==> src/rtl/machine_state_dumper_if.sv <==
// Dump-side bus of the state dumper: halt input, regfile and data-memory read
// ports, the valid/ready output stream and the busy/done status flags.
interface machine_state_dumper_if;
  logic        halt;
  logic [4:0]  rf_raddr;
  logic [31:0] rf_rdata;
  logic [29:0] mem_raddr;
  logic [31:0] mem_rdata;
  logic        out_valid;
  logic        out_ready;
  logic [1:0]  out_kind;
  logic [29:0] out_index;
  logic [31:0] out_data;
  logic        busy;
  logic        done;

  // Dumper side
  modport master (
    input  halt, rf_rdata, mem_rdata, out_ready,
    output rf_raddr, mem_raddr, out_valid, out_kind, out_index, out_data, busy, done
  );

  // Datapath / consumer side
  modport slave (
    output halt, rf_rdata, mem_rdata, out_ready,
    input  rf_raddr, mem_raddr, out_valid, out_kind, out_index, out_data, busy, done
  );
endinterface

==> src/rtl/machine_state_dumper.sv <==
// Streams the halted machine's register file, then a window of data memory,
// then an end marker, over a registered valid/ready output stage.
module machine_state_dumper #(
  parameter int unsigned NUM_REGS  = 32,
  parameter logic [29:0] MEM_BASE  = 30'h4000,
  parameter int unsigned MEM_WORDS = 4
) (
  input  logic                   clk,
  input  logic                   reset,
  machine_state_dumper_if.master bus
);

  typedef enum logic [2:0] {
    S_IDLE, S_REG, S_MEM_REQ, S_MEM_CAP, S_END, S_DONE
  } state_t;

  localparam logic [5:0]  LAST_IDX = 6'(NUM_REGS - 1);
  localparam logic [30:0] MEM_CNT  = 31'(MEM_WORDS);
  localparam logic [31:0] END_DATA = 32'(NUM_REGS + MEM_WORDS);

  state_t      state_q, state_d;
  logic [5:0]  idx_q, idx_d;
  logic [30:0] m_q, m_d;
  logic        out_valid_q, out_valid_d;
  logic [1:0]  out_kind_q, out_kind_d;
  logic [29:0] out_index_q, out_index_d;
  logic [31:0] out_data_q, out_data_d;
  logic        busy_q, busy_d;
  logic        done_q, done_d;

  logic        stage_free;
  logic [29:0] mem_idx;

  // Output register may take a new word when empty or being drained this edge.
  assign stage_free = !out_valid_q || bus.out_ready;
  // Memory word index wraps modulo 2^30.
  assign mem_idx    = MEM_BASE + m_q[29:0];

  assign bus.rf_raddr  = (state_q == S_REG) ? idx_q[4:0] : 5'd0;
  assign bus.mem_raddr = (state_q == S_MEM_REQ || state_q == S_MEM_CAP) ? mem_idx : 30'd0;
  assign bus.out_valid = out_valid_q;
  assign bus.out_kind  = out_kind_q;
  assign bus.out_index = out_index_q;
  assign bus.out_data  = out_data_q;
  assign bus.busy      = busy_q;
  assign bus.done      = done_q;

  // State, counters and output stage registers; reset aborts any dump.
  always_ff @(posedge clk) begin
    if (reset) begin
      state_q     <= S_IDLE;
      idx_q       <= '0;
      m_q         <= '0;
      out_valid_q <= 1'b0;
      out_kind_q  <= '0;
      out_index_q <= '0;
      out_data_q  <= '0;
      busy_q      <= 1'b0;
      done_q      <= 1'b0;
    end else begin
      state_q     <= state_d;
      idx_q       <= idx_d;
      m_q         <= m_d;
      out_valid_q <= out_valid_d;
      out_kind_q  <= out_kind_d;
      out_index_q <= out_index_d;
      out_data_q  <= out_data_d;
      busy_q      <= busy_d;
      done_q      <= done_d;
    end
  end

  // Sequencing and output-stage capture; an accepted word drops valid unless refilled.
  always_comb begin
    state_d     = state_q;
    idx_d       = idx_q;
    m_d         = m_q;
    out_valid_d = out_valid_q && !bus.out_ready;
    out_kind_d  = out_kind_q;
    out_index_d = out_index_q;
    out_data_d  = out_data_q;
    busy_d      = busy_q;
    done_d      = done_q;
    case (state_q)
      S_IDLE: begin
        if (bus.halt) begin
          state_d = S_REG;
          busy_d  = 1'b1;
          idx_d   = '0;
          m_d     = '0;
        end
      end
      S_REG: begin
        if (stage_free) begin
          out_valid_d = 1'b1;
          out_kind_d  = 2'd0;
          out_index_d = {24'd0, idx_q};
          out_data_d  = bus.rf_rdata;
          idx_d       = idx_q + 6'd1;
          if (idx_q == LAST_IDX) state_d = S_MEM_REQ;
        end
      end
      S_MEM_REQ: begin
        // Address goes out this cycle; synchronous read data appears next cycle.
        state_d = S_MEM_CAP;
      end
      S_MEM_CAP: begin
        if (stage_free) begin
          out_valid_d = 1'b1;
          out_kind_d  = 2'd1;
          out_index_d = mem_idx;
          out_data_d  = bus.mem_rdata;
          m_d         = m_q + 31'd1;
          state_d     = ((m_q + 31'd1) < MEM_CNT) ? S_MEM_REQ : S_END;
        end
      end
      S_END: begin
        if (stage_free) begin
          out_valid_d = 1'b1;
          out_kind_d  = 2'd2;
          out_index_d = '0;
          out_data_d  = END_DATA;
          state_d     = S_DONE;
        end
      end
      S_DONE: begin
        if (out_valid_q && bus.out_ready) begin
          busy_d = 1'b0;
          done_d = 1'b1;
        end
      end
      default: state_d = S_IDLE;
    endcase
  end

endmodule
==> src/flat_wrapper.sv <==
// flat-port wrapper written by rule: the top's interface ports become plain ports
module machine_state_dumper_flat 
#(
  parameter int unsigned NUM_REGS  = 32,
  parameter logic [29:0] MEM_BASE  = 30'h4000,
  parameter int unsigned MEM_WORDS = 4
)
  (clk, reset, bus_halt, bus_rf_rdata, bus_mem_rdata, bus_out_ready, bus_rf_raddr, bus_mem_raddr, bus_out_valid, bus_out_kind, bus_out_index, bus_out_data, bus_busy, bus_done);
  machine_state_dumper_if bus_i ();
  input  logic clk;
  input  logic reset;
  input wire logic [$bits(bus_i.halt)-1:0] bus_halt;
  input wire logic [$bits(bus_i.rf_rdata)-1:0] bus_rf_rdata;
  input wire logic [$bits(bus_i.mem_rdata)-1:0] bus_mem_rdata;
  input wire logic [$bits(bus_i.out_ready)-1:0] bus_out_ready;
  output wire logic [$bits(bus_i.rf_raddr)-1:0] bus_rf_raddr;
  output wire logic [$bits(bus_i.mem_raddr)-1:0] bus_mem_raddr;
  output wire logic [$bits(bus_i.out_valid)-1:0] bus_out_valid;
  output wire logic [$bits(bus_i.out_kind)-1:0] bus_out_kind;
  output wire logic [$bits(bus_i.out_index)-1:0] bus_out_index;
  output wire logic [$bits(bus_i.out_data)-1:0] bus_out_data;
  output wire logic [$bits(bus_i.busy)-1:0] bus_busy;
  output wire logic [$bits(bus_i.done)-1:0] bus_done;
  assign bus_i.halt = bus_halt;
  assign bus_i.rf_rdata = bus_rf_rdata;
  assign bus_i.mem_rdata = bus_mem_rdata;
  assign bus_i.out_ready = bus_out_ready;
  assign bus_rf_raddr = bus_i.rf_raddr;
  assign bus_mem_raddr = bus_i.mem_raddr;
  assign bus_out_valid = bus_i.out_valid;
  assign bus_out_kind = bus_i.out_kind;
  assign bus_out_index = bus_i.out_index;
  assign bus_out_data = bus_i.out_data;
  assign bus_busy = bus_i.busy;
  assign bus_done = bus_i.done;
  machine_state_dumper #(.NUM_REGS(NUM_REGS), .MEM_BASE(MEM_BASE), .MEM_WORDS(MEM_WORDS)) u_core (.clk(clk), .reset(reset), .bus(bus_i));
endmodule
==> config.mk <==
export PLATFORM = sky130hd
export DESIGN_NAME = machine_state_dumper_flat
export DESIGN_NICKNAME = d
export VERILOG_FILES = /design/src/rtl/machine_state_dumper_if.sv /design/src/rtl/machine_state_dumper.sv /design/src/flat_wrapper.sv
export SDC_FILE = /design/constraint.sdc
export NUM_CORES = 1
export LEC_CHECK = 0
export ABC_CLOCK_PERIOD_IN_PS = 2800
export CORE_MARGIN = 2
export CORE_UTILIZATION = 48
export DETAILED_ROUTE_END_ITERATION = 10
export HOLD_SLACK_MARGIN = 0.06
export PLACE_DENSITY_LB_ADDON = 0.08
export REMOVE_ABC_BUFFERS = 1
export SYNTH_ARGS = -nofsm -noshare
export SYNTH_HDL_FRONTEND = slang
export SYNTH_SLANG_ARGS = --single-unit
==> constraint.sdc <==
create_clock -name clk -period 2.8 [get_ports clk]
set_clock_uncertainty 0.2 [all_clocks]
set_input_delay 0.28 -clock clk [delete_from_list [all_inputs] [get_ports clk]]
set_output_delay 0.28 -clock clk [all_outputs]
set_load 0.02 [all_outputs]
After elaboration in Yosys (flattened, before gate mapping)
Cells that the tools add are included.
{"block": "classes", "n_addsub": 3, "order_cmp": 1, "n_eq_ne": 12, "mux": 32, "n_bitwise": 1, "reduce_logical": 18}
{"cell": "$mux 30", "count": 4}
{"cell": "$mux 32", "count": 3}
{"cell": "$pmux 32 s3", "count": 1}
{"cell": "$pmux 30 s3", "count": 1}
{"cell": "$mux 31", "count": 2}
{"cell": "$pmux 31 s2", "count": 1}
{"cell": "$add 31x1->31 const B", "count": 1}
{"cell": "$lt 31x3->1 const B", "count": 1}
{"cell": "$add 15x30->30 const A", "count": 1}
{"cell": "$mux 3", "count": 6}
{"cell": "$pmux 3 s6", "count": 1}
{"cell": "$mux 6", "count": 2}
{"cell": "$pmux 6 s2", "count": 1}
{"cell": "$reduce_and 3->1", "count": 3}
{"cell": "$ne 2x1->1 const B", "count": 4}
{"cell": "$add 6x1->6 const B", "count": 1}
{"cell": "$eq 3x2->1 const B", "count": 2}
{"cell": "$eq 3x3->1 const B", "count": 2}
{"cell": "$eq 6x5->1 const B", "count": 1}
{"cell": "$mux 2", "count": 3}
{"cell": "$pmux 2 s3", "count": 1}
{"cell": "$reduce_and 6->1", "count": 1}
{"cell": "$reduce_bool 2->1", "count": 3}
{"cell": "$mux 5", "count": 1}
{"cell": "other kinds (13)", "count": 20}
{"block": "totals", "ff_bits": 107, "output_inout_bits": 102}

Depth between registers and ports, before layout
{"block": "logic_depth", "depth_word": 5, "ltp_mapped": 10}

Worst setup path after synthesis
No wires, ideal clock.
{"block": "synth_timing", "path_kind": "reg-to-reg", "startpoint": "register u_core.m_q[15]", "endpoint": "register u_core.state_q[2]", "setup_time_ns": 0.122, "arrival_ns": 2.041, "t_required_ns": 2.478, "path_slack_ns": 0.436, "stages_incl_launch_ff": 9, "path_buffers": 0, "synth_period_minus_slack_ns": 2.364, "path_cell_list": "dfxtp_1 -> ha_1 -> nand3_1 -> nor4_4 -> nand4_1 -> a221oi_1 -> nand4_1 -> o31ai_1 -> a21oi_1"}
{"block": "synth_via", "elab_chain_cells": 5}
{"element": "start, declared", "line": "machine_state_dumper.sv:23", "rtl": "logic [30:0] m_q, m_d;"}
{"element": "start signal, assigned", "line": "machine_state_dumper.sv:63", "rtl": "m_q <= m_d;"}
{"element": "$add 31x1->31", "line": "machine_state_dumper.sv:114", "rtl": "state_d = ((m_q + 31'd1) < MEM_CNT) ? S_MEM_REQ : S_END;"}
{"element": "$lt 31x3->1", "line": "machine_state_dumper.sv:114"}
{"element": "$mux 3", "line": "machine_state_dumper.sv:114"}
{"element": "$mux 3", "line": "machine_state_dumper.sv:108", "rtl": "if (stage_free) begin"}
{"element": "$pmux 3 s6", "line": "machine_state_dumper.sv:84", "rtl": "case (state_q)"}
{"element": "end signal, assigned", "line": "machine_state_dumper.sv:61", "rtl": "state_q <= state_d;"}
{"element": "end, declared", "line": "machine_state_dumper.sv:21", "rtl": "state_t state_q, state_d;"}
Every way passes these cells. The select of a mux whose other input is x is not followed.
A chain may end at the register's enable or synchronous reset.

Worst setup path in the final report
{"block": "layout_timing", "startpoint": "register u_core.m_q[14]", "endpoint": "output port bus_mem_raddr[18]"}
{"block": "layout_via", "elab_chain_cells": 2}
{"element": "$add 15x30->30", "line": "machine_state_dumper.sv:37", "rtl": "assign mem_idx = MEM_BASE + m_q[29:0];"}
{"element": "$mux 30", "line": "machine_state_dumper.sv:40", "rtl": "assign bus.mem_raddr = (state_q == S_MEM_REQ || state_q == S_MEM_CAP) ? mem_idx : 30'd0;"}
{"element": "end, declared", "line": "flat_wrapper.sv:17", "rtl": "output wire logic [$bits(bus_i.mem_raddr)-1:0] bus_mem_raddr;"}
Every way passes these cells.

==> flow_summary.toml <==
[setup_path]
timing.critical_path.slowest_cell_delay_ns = 0.63
cp_data_arrival_time_ns = 2.16
critPathLaunchType = "flop"
critical_path.cell_chain = "ha_1 -> nand3_1 -> buf_4 -> xor2_1 -> nor2_1 -> clkdlybuf4s50_1"
critical_path.max_fanout = 5
required_ns = 2.32
crit_path_top_delay_cell = "clkdlybuf4s50_1"
worstSetupPathType = "flop to output port"
cp-end-kind = "output port"

[logic_synthesis]
synthesis.area_sq_um = 5820
seq_area_frac_synth = 0.368
synth-main-ff-cell = "dfxtp_1"
synthesis.instances = 735
syn_area_per_cell_sq_um = 7.92
synth_top_cell_area_share = 0.368
async_reset_ff_frac = 0
netlist-cell-type-count = 59
yosys_warnings = 0
synth_enable_flop_cells = 0
yosys_register_bits = 107
post_synth_main_area_contributors = "dfxtp_1 (37%), nor2_1 (9.3%), a221oi_1 (5.6%), nor3_1 (4.5%), a21oi_1 (3.6%)"
synthDominantAreaCellType = "dfxtp_1"

[place]
dp_hpwl_mm = 12.5
buffer_ports.inserted = 169
gpl.final_weighted_congestion = 0.945
post-place-ws_ns = 0.174
place.detailed.instances = 1027

[cts]
tritoncts = "done"
ctsHoldBuffers = 0
clock_path_buffers = 2
clockRootBuffer = "clkbuf_16"
clkSlewWorstSetupHoldPaths_ns = 0.07
clkLatencyLatePin_ns = 0.35
clock_tree.htree_level_count = 3
tritoncts_num_sinks = 107
tritoncts.num_buffers = 9

[layout]
area_growth_pct = 37.9
post-route-util = 0.674
final_layout_size_suffix_gt1_frac = 0.126
fin_nets = 964
combined_flip_flop_and_latch_cell_area_sq_um = 2150
multi_input_comb_area_sq_um = 3290
fillers = 1047
count_of_placed_standard_cells_in_the_final_layout_fillers_left_out = 1043
antennaDiodeCount = 0

[hold_path]
min-delay-path-class = "input pin to flop"

[sta]
layout_worst_path_cycle_share = 0.944
final.hold.worst_slack_ns = 0.127
slew-limit-headroom = 0.592
finalWorstSetupSlack_ns = 0.157
timing.final.setup_violations = 0
tns_ns = 0
timing_hold_violations_final = 0
rsz0062_at_grt = "false"
worst-slew-pin-transition_ns = 0.610
slew_violations = 0
finalCriticalPeriod_ns = 2.64
fmax_ghz = 0.378

[route]
routedWlPerCell_um = 17.2
first_iter_violations = 503
num_vias = 5989
routed_wirelength_mm = 17.9
count_of_tritonroute_iterations_in_the_first_routing_pass = 5
avgViaCountPerCell = 5.74
final_antenna_net_count = 0
drc = 0

[global_route]
grt_max_degree = 54
grt_pass1_vias = 5582
grt_use_total = 0.270
top_usage_layer_grt = "met2"
groute.layer.met3.usage = 0.0476
grtUsageMet1 = 0.355
grt_overflow = 0
global_route.usage.met2 = 0.456
antenna_violations_before_repair = 0
grt_first_pass_wirelength_mm = 28.3

[power]
vdd.ir_drop.worst_mv = 0.248
leakagePower_uw = 0.00299
powerDensity_nw_per_um2 = 414

[flow_run]
max_cap_violations = 0

[floorplan]
chipWidth_um = 114
count_of_pins_on_the_block_boundary = 170
core_area_sq_um = 11900
die-height_um = 114
initial_util = 0.489
placement_rows = 40
design.die.area_sq_um = 13000

[outcome]
status = "finished clean"
## layout by cell type (no fill, tap or decap), types with 4 or more instances in the layout
master           netlist  routed
nor3_1                52      52
nor2_2                 3       5
and3_1                 5       4
and2_1                24      24
o21ai_0               17      17
a221oi_1              37      37
or2_2                  4       4
nand2b_1               6       5
nand4_1               18      18
xnor2_1               18      18
a22oi_1               14      14
clkdlybuf4s50_1        0     158
a21oi_1               42      40
dfxtp_1              107     100
nand2_1               50      50
a311oi_1              10      10
nand3_1               23      23
clkbuf_16              0       9
nor4_1                 8       6
nor4_2                 2       4
ha_1                   4       4
dlygate4sd2_1          0       7
xor2_1                13      13
nor2_1               145     142
a31oi_1                5       5
dfxtp_2                0       7
buf_4                 14      49
## cells in the mapped netlist (all sizes together) (3+ instances only)
cell type,count
nand2b,6
a31oi,5
a2bb2oi,3
nor2,149
a21oi,42
dfxtp,107
a221oi,37
clkbuf,35
a311oi,10
and3,5
o31ai,3
xor2,13
mux2i,3
or2,4
a211oi,3
nor3,54
xnor2,18
nand4,22
a22oi,14
or3,3
inv,3
nand2,50
ha,4
nor4,13
buf,39
o21ai,21
and2,25
nand3,25
## what timing repair did
item,CTS,global route
buffers inserted,1,0
pin swaps,1,1
gates resized for setup,12,12
endpoints found under the setup margin,9,5
## state kept, by name, indices dropped and copies added (netlist names)
register              flops
u_core.bus.out_data      32
u_core.m_q               31
u_core.bus.out_index     30
u_core.idx_q              6
u_core.state_q            3
u_core.bus.out_kind       2
u_core.bus.busy           1
u_core.bus.done           1
u_core.bus.out_valid      1
## critical path: cells and delay by family (launching register included)
family	cells	cell delay, ns
DFF	1	0.40
buffers and inverters	2	0.81
adders and majority gates	1	0.23
and+or+nand+nor	2	0.22
xor gates and xnor gates	1	0.16
## per-stage QoR
stage,total power [uW],instance area (sq um)
finish,3330,8030
global route,3460,8030
CTS,3350,8000
detailed placement,2100,7710
global placement,2090,7710
floorplan,1830,5400
## worst paths after layout
path | start | to | slack (ns) | depth (start not counted)
worst min-delay path | reset | u_core.bus.out_index[27] | 0.13 | 2
worst max register to register | u_core.m_q[14] | u_core.state_q[2] | 0.16 | 9
worst min register to register | u_core.bus.out_data[5] | u_core.bus.out_data[5] | 0.27 | 2
worst max-delay path | u_core.m_q[14] | bus_mem_raddr[18] | 0.16 | 6
## power by group
| part | switching, uW | internal [uW] |
|---|---|---|
| registers | 28.5 | 1570 |
| logic | 232 | 235 |
| clock network | 569 | 692 |
## metal layers
layer | vias up | wire length (um)
met1 | 2835 | 7950
met2 | 201 | 8540
met3 | 18 | 1190
li1 | 2935 | -
met5 | - | 0
met4 | 0 | 251
## cells by family after synthesis
kind of cell / Yosys count / synth area share
DFF: 107 / 0.368
muxes: 3 / 0.00516
and+or+nand+nor: 361 / 0.313
AOI/OAI and AO/OA: 152 / 0.184
adders and majority gates: 4 / 0.00859
xor gates and xnor gates: 31 / 0.0466
buffers and inverters: 77 / 0.0750
## cell type report
cell class / count / share of cell area
sequential: 107 / 0.268
timing repair buffer: 220 / 0.262
inverter: 3 / 0.00140
tap: 147 / 0.0229
clock inverter: 4 / 0.00654
clock buffer: 11 / 0.0290
multi-input combinational: 551 / 0.410
Note: power is estimated with default switching activity, not from simulation.
